File: config.mk
export PLATFORM = sky130hd
export DESIGN_NAME = fetch_unit_p
export DESIGN_NICKNAME = d
export VERILOG_FILES = /design/src/rtl/fetch_unit_p.sv
export SDC_FILE = /design/constraint.sdc
export NUM_CORES = 1
export LEC_CHECK = 0
export ABC_AREA = 1
export BUFFER_PORTS_ARGS = -buffer_cell sky130_fd_sc_hd__buf_2
export CORE_MARGIN = 8
export CORE_UTILIZATION = 43
export DETAILED_ROUTE_END_ITERATION = 6
export GPL_TIMING_DRIVEN = 0
export PLACE_DENSITY = 0.7
export SETUP_SLACK_MARGIN = 0.1
export SLEW_MARGIN = 15
export SYNTH_ARGS = -nofsm -noshare
export SYNTH_HDL_FRONTEND = slang
export SYNTH_SLANG_ARGS = --single-unit
File: constraint.sdc
create_clock -name clk -period 1.8 [get_ports clk]
set_input_delay 0.36 -clock clk [delete_from_list [all_inputs] [get_ports clk]]
set_output_delay 0.36 -clock clk [all_outputs]
set_load 0.01 [all_outputs]
File: src/rtl/fetch_unit_p.sv
// LC-3 fetch stage: resolves the pending PC redirect, reads instruction
// memory with MEM_LAT clocks of latency, captures IR and bumps the PC.
module fetch_unit_p #(
  parameter int unsigned       ADDR_W   = 16,
  parameter int unsigned       DATA_W   = 16,
  parameter logic [ADDR_W-1:0] RESET_PC = '0,
  parameter int unsigned       MEM_LAT  = 1
) (
  input  logic              clk,
  input  logic              rst_n,
  input  logic              fetch_start,
  input  logic [3:0]        opCode_in,
  input  logic              jsr_mode_in,
  input  logic [10:0]       offset_in,
  input  logic [DATA_W-1:0] reg_in,
  input  logic [2:0]        br_nzp,
  input  logic [2:0]        result_nzp,
  input  logic [DATA_W-1:0] mem_rdata,
  output logic [ADDR_W-1:0] addr_out,
  output logic              wea_out,
  output logic              mem_en_out,
  output logic [DATA_W-1:0] ir_out,
  output logic [ADDR_W-1:0] pc,
  output logic [ADDR_W-1:0] r7_out,
  output logic              r7_we,
  output logic              fetch_done,
  output logic              busy
);

  localparam int unsigned CW = (MEM_LAT > 1) ? $clog2(MEM_LAT) : 1;

  typedef enum logic [2:0] {
    IDLE, REQ, WAIT, CAPT, DONE
  } state_t;

  state_t        state;
  logic [CW-1:0] cnt;
  logic          first;

  logic              br_op;
  logic              jmp_op;
  logic              jsr_op;
  logic              r7_hit;
  logic [ADDR_W-1:0] sext9;
  logic [ADDR_W-1:0] sext11;
  logic [ADDR_W-1:0] reg_tgt;
  logic [ADDR_W-1:0] redir_pc;

  assign wea_out = 1'b0;

  assign br_op  = (opCode_in == 4'b0000);
  assign jmp_op = (opCode_in == 4'b1100);
  assign jsr_op = (opCode_in == 4'b0100);

  assign sext9   = {{(ADDR_W-9){offset_in[8]}}, offset_in[8:0]};
  assign sext11  = {{(ADDR_W-11){offset_in[10]}}, offset_in};
  assign reg_tgt = ADDR_W'(reg_in);

  always_comb begin
    redir_pc = pc;
    r7_hit   = 1'b0;
    unique case (1'b1)
      br_op: begin
        if (|(br_nzp & result_nzp))
          redir_pc = pc + sext9;
      end
      jmp_op: redir_pc = reg_tgt;
      jsr_op: begin
        r7_hit   = 1'b1;
        redir_pc = jsr_mode_in ? pc + sext11 : reg_tgt;
      end
      default: ;
    endcase
  end

  always_ff @(posedge clk or negedge rst_n) begin
    if (!rst_n) begin
      state      <= IDLE;
      cnt        <= '0;
      first      <= 1'b1;
      pc         <= RESET_PC;
      addr_out   <= '0;
      ir_out     <= '0;
      r7_out     <= '0;
      mem_en_out <= 1'b0;
      r7_we      <= 1'b0;
      fetch_done <= 1'b0;
      busy       <= 1'b0;
    end else begin
      mem_en_out <= 1'b0;
      r7_we      <= 1'b0;
      fetch_done <= 1'b0;
      unique case (state)
        IDLE: begin
          if (fetch_start) begin
            first      <= 1'b0;
            busy       <= 1'b1;
            mem_en_out <= 1'b1;
            state      <= REQ;
            // Nothing has executed yet after reset, so no redirect.
            if (first) begin
              addr_out <= pc;
            end else begin
              pc       <= redir_pc;
              addr_out <= redir_pc;
              if (r7_hit) begin
                r7_out <= pc;
                r7_we  <= 1'b1;
              end
            end
          end
        end
        REQ: begin
          if (MEM_LAT == 1) begin
            state <= CAPT;
          end else begin
            state <= WAIT;
            cnt   <= CW'(MEM_LAT - 1);
          end
        end
        WAIT: begin
          if (cnt <= CW'(1))
            state <= CAPT;
          else
            cnt <= cnt - CW'(1);
        end
        CAPT: begin
          ir_out     <= mem_rdata;
          pc         <= pc + ADDR_W'(1);
          fetch_done <= 1'b1;
          state      <= DONE;
        end
        DONE: begin
          busy  <= 1'b0;
          state <= IDLE;
        end
        default: state <= IDLE;
      endcase
    end
  end

endmodule

==> metrics.md <==
| Metric | Value |
|---|---|
| Status | complete, but fails checks |
| Failing checks | design-rule violations, negative setup slack |
| DIE HEIGHT | 121.3 um |
| Crit path DAT | between 2000 and 2500 ps |
| Final Hold Vio Count | 0 |
| Setup ws final | -136.9 ps |
| Filler Cell Count | between 1000 and 1500 |
| Worst IR Drop VDD | around 0.00097 V |
| Total CTS buffers | 9 |
| Area of the mapped netlist | around 4800 um2 |
| Util after Layout | approximately 60% |
| Max Slew Vio Count | 0 |
| R2R Path Start | pc[0]$_DFFE_PN0P_ |
| PwrDens | around 1400 nW/um2 |
| Hpwl dp | around 12000 um |
| Drc violations | 4 |
| F_max | roughly 520 MHz |
| Initial Util | 43.98% |
| Setup WS pre-CTS | -389.5 ps |
| Synth cell types | 44 |
| Via density | roughly 5.2 |
| Dominant synthesized flop cell | dfrtp_1 |
| Drt wl/cell | about 16 um |
| Initial drt markers | between 400 and 500 |
| Syn Inst Count | around 700 |
| Antenna cells | 0 |
| Design area | about 6600 um2 |
| TritonRoute pass-1 iters | 7 |
| # IOs | between 100 and 150 |
| Final setup TNS | -1865 ps |
| Worst r2r path cells | 15 |
| DIE AREA | around 15000 um2 |
| Aggregate global-route resource usage | about 22% |
| Crit path required time | between 2000 and 2500 ps |
| Root buffer cell | clkbuf_8 |
| DP Area | roughly 5800 um2 |
| Syn_area_per_cell | about 6.8 um2 |
| Post-synth ARST share | 100.0% |
| Row cnt | 38 |
| Core area | ~11000 um2 |
| Slew HR | between 60 and 70% |
| CTS tree | built |
| Met2 usage in global routing | 36.83% |
| CP Max Fanout | 4 |
| Ratio of cells with drive above 1 in the final layout | between 30% and 40% |
| Power, Total | ~0.0091 W |
| Initial antenna violation count | 0 |
| RSZ-0062 raised after global routing | yes |
| P_leak | about 3.6 nW |
| Pin count of the biggest net entering global routing | 52 |
| Final ANT Viol Nets | 0 |
| Clock Skew | 8.772 ps |
| Synth warnings | 0 |
| Critical setup path kind | reg2reg |
| Most common cell after layout, fill and taps aside | nand2_1 |
| Crit. End Element | flop |
| Hold WC Path Type | in2reg |
| Htree depth | 3 |
| Max Root-Sink Buffers | 2 |
| Mapped Nets | a little under 800 |
| Setup-failing EPs final | 26 |
| Worst Max-Slew Pin Slew | a little under 600 ps |
| Final WL | about 16000 um |
| Number of global-route vias before repair | 5320 |
| Met1 GRT Util | between 20% and 30% |
| Hold path startpoint | mem_rdata[3] |
| Max_cap viols | 0 |
| Layer with the highest usage | met2 |
| Post-synth EDFFs | 0 |
| Tmin final | around 1900 ps |
| Final nets | around 950 |
| Met3 GRT Util | under 10% |
| WHS Path Cells | 3 |
| Die width | about 120 um |
| Register bit total from synthesis | 72 |
| Seq/Total Area, Yosys | a little under two fifths |
| Area delta synth->final | 39.00% |
| Setup crit start kind | flop |
| Routed vias | between 5000 and 6000 |
| Tcrit/Tclk final | 107.6% |
| Latest clock arrival within the worst-skew pair | 360 ps |
| Port Buffers | between 100 and 150 |
| Remaining Overflow, GRT | 0 |
| Worst Setup SP | pc[0]$_DFFE_PN0P_ |
| Clock-pin slew on the worst setup and hold paths | approximately 70 ps |
| Commonest non-fill, non-tap cells in the layout | nand2_1, buf_2, inv_1 |
| RePlAce Congestion | 0.9408 |
| Total clock sinks | 72 |
| First-pass GRT wire length | ~25000 um |
-- cell type report --
cell class	count	area, um2	share of cell area, %
Clock buffer	15	146.4	2.209
Clock inverter	1	5.005	0.07553
Timing Repair Buffer	159	912.1	13.77
Tap cell	140	175.2	2.644
Multi-Input combinational cell	530	3154	47.60
Sequential cell	72	1822	27.49
Buffer	15	83.83	1.265
Inverter	86	327.8	4.947
-- metal layers --
layer	routed length [um]	part of all wire (%)
met1	6556	41
met2	7793	49
met3	1227	7.7
met4	315	2.0
met5	0	0
-- registers in the layout, summed over array words and instances (netlist names) --
register and count:
first 1, ir_out 16, r7_we 1, mem_en_out 1
r7_out 16, addr_out 16, fetch_done 1, state 3
pc 16, busy 1
-- cell usage after synthesis (all sizes together), types with 2 or more instances --
library cell	n	area share [%]
nor3	12	1.6
a21oi	21	2.6
inv	86	6.8
buf	7	0.76
o311ai	2	0.37
or2	2	0.26
clkbuf	8	0.63
ha	22	5.8
a22oi	3	0.47
nand2	310	25
o22ai	3	0.39
nor2	39	3.9
dfrtp	71	37
o21ai	35	3.7
nand3b	6	0.94
xor2	6	1.1
nand3	52	5.6
nand4	6	0.79
-- report_power, final --
part	internal [W]	switching [W]
sequential	0.00225	0.000504
combinational	0.00215	0.00317
clock	0.000502	0.000565
total	0.00491	0.00424
-- logic make-up after synthesis --
| group | count (synthesis) | share of synthesized area (%) |
|---|---|---|
| AO/OA/AOI/OAI | 69 | 8.268 |
| buffers and inverters | 101 | 8.163 |
| adder cells (fa/ha/maj) | 23 | 6.194 |
| XOR/XNOR | 7 | 1.286 |
| other | 1 | 0.07866 |
| AND/OR/NAND/NOR | 430 | 38.19 |
| flip-flops | 72 | 37.82 |
-- critical path, stage by stage, from the launching register on --
cell and delay, ps:
dfrtp_2 400, ha_4 140, inv_2 30, fa_2 340
inv_2 90, nand3_2 80, nand3_4 110, nand3_2 90
nand3_2 70, nand2_1 60, nand3_2 70, nand3_2 80
nand2_1 60, nand2_1 60, nand2_2 70, nand2_1 50
-- worst paths after layout --
path / end / slack (ps)
setup / recovery: addr_out[12]$_DFFE_PN0P_ / -140
hold / removal: ir_out[3]$_DFFE_PN0P_ / 200
setup reg to reg: addr_out[12]$_DFFE_PN0P_ / -140
hold reg to reg: ir_out[5]$_DFFE_PN0P_ / 470
max in group asynchronous: pc[13]$_DFFE_PN0P_ / 790
min in group asynchronous: r7_we$_DFF_PN0_ / 440
-- per-stage QoR --
| step | hold WS [ps] | std cells |
|---|---|---|
| floorplan | 64.41 | 703 |
| global placement | 452.4 | 967 |
| detailed placement | 281.5 | 968 |
| CTS | 191.8 | 1013 |
| global route | 200.7 | 1018 |
| finish | 203.4 | 1018 |
-- what timing repair did --
item,CTS,global route
hold buffers,1,0
hold endpoints to repair,20,0
setup buffers,28,5
endpoints found under the setup margin,58,58
pin swaps,25,25
gates resized for setup,90,46
(Power assumes the default switching activity.)
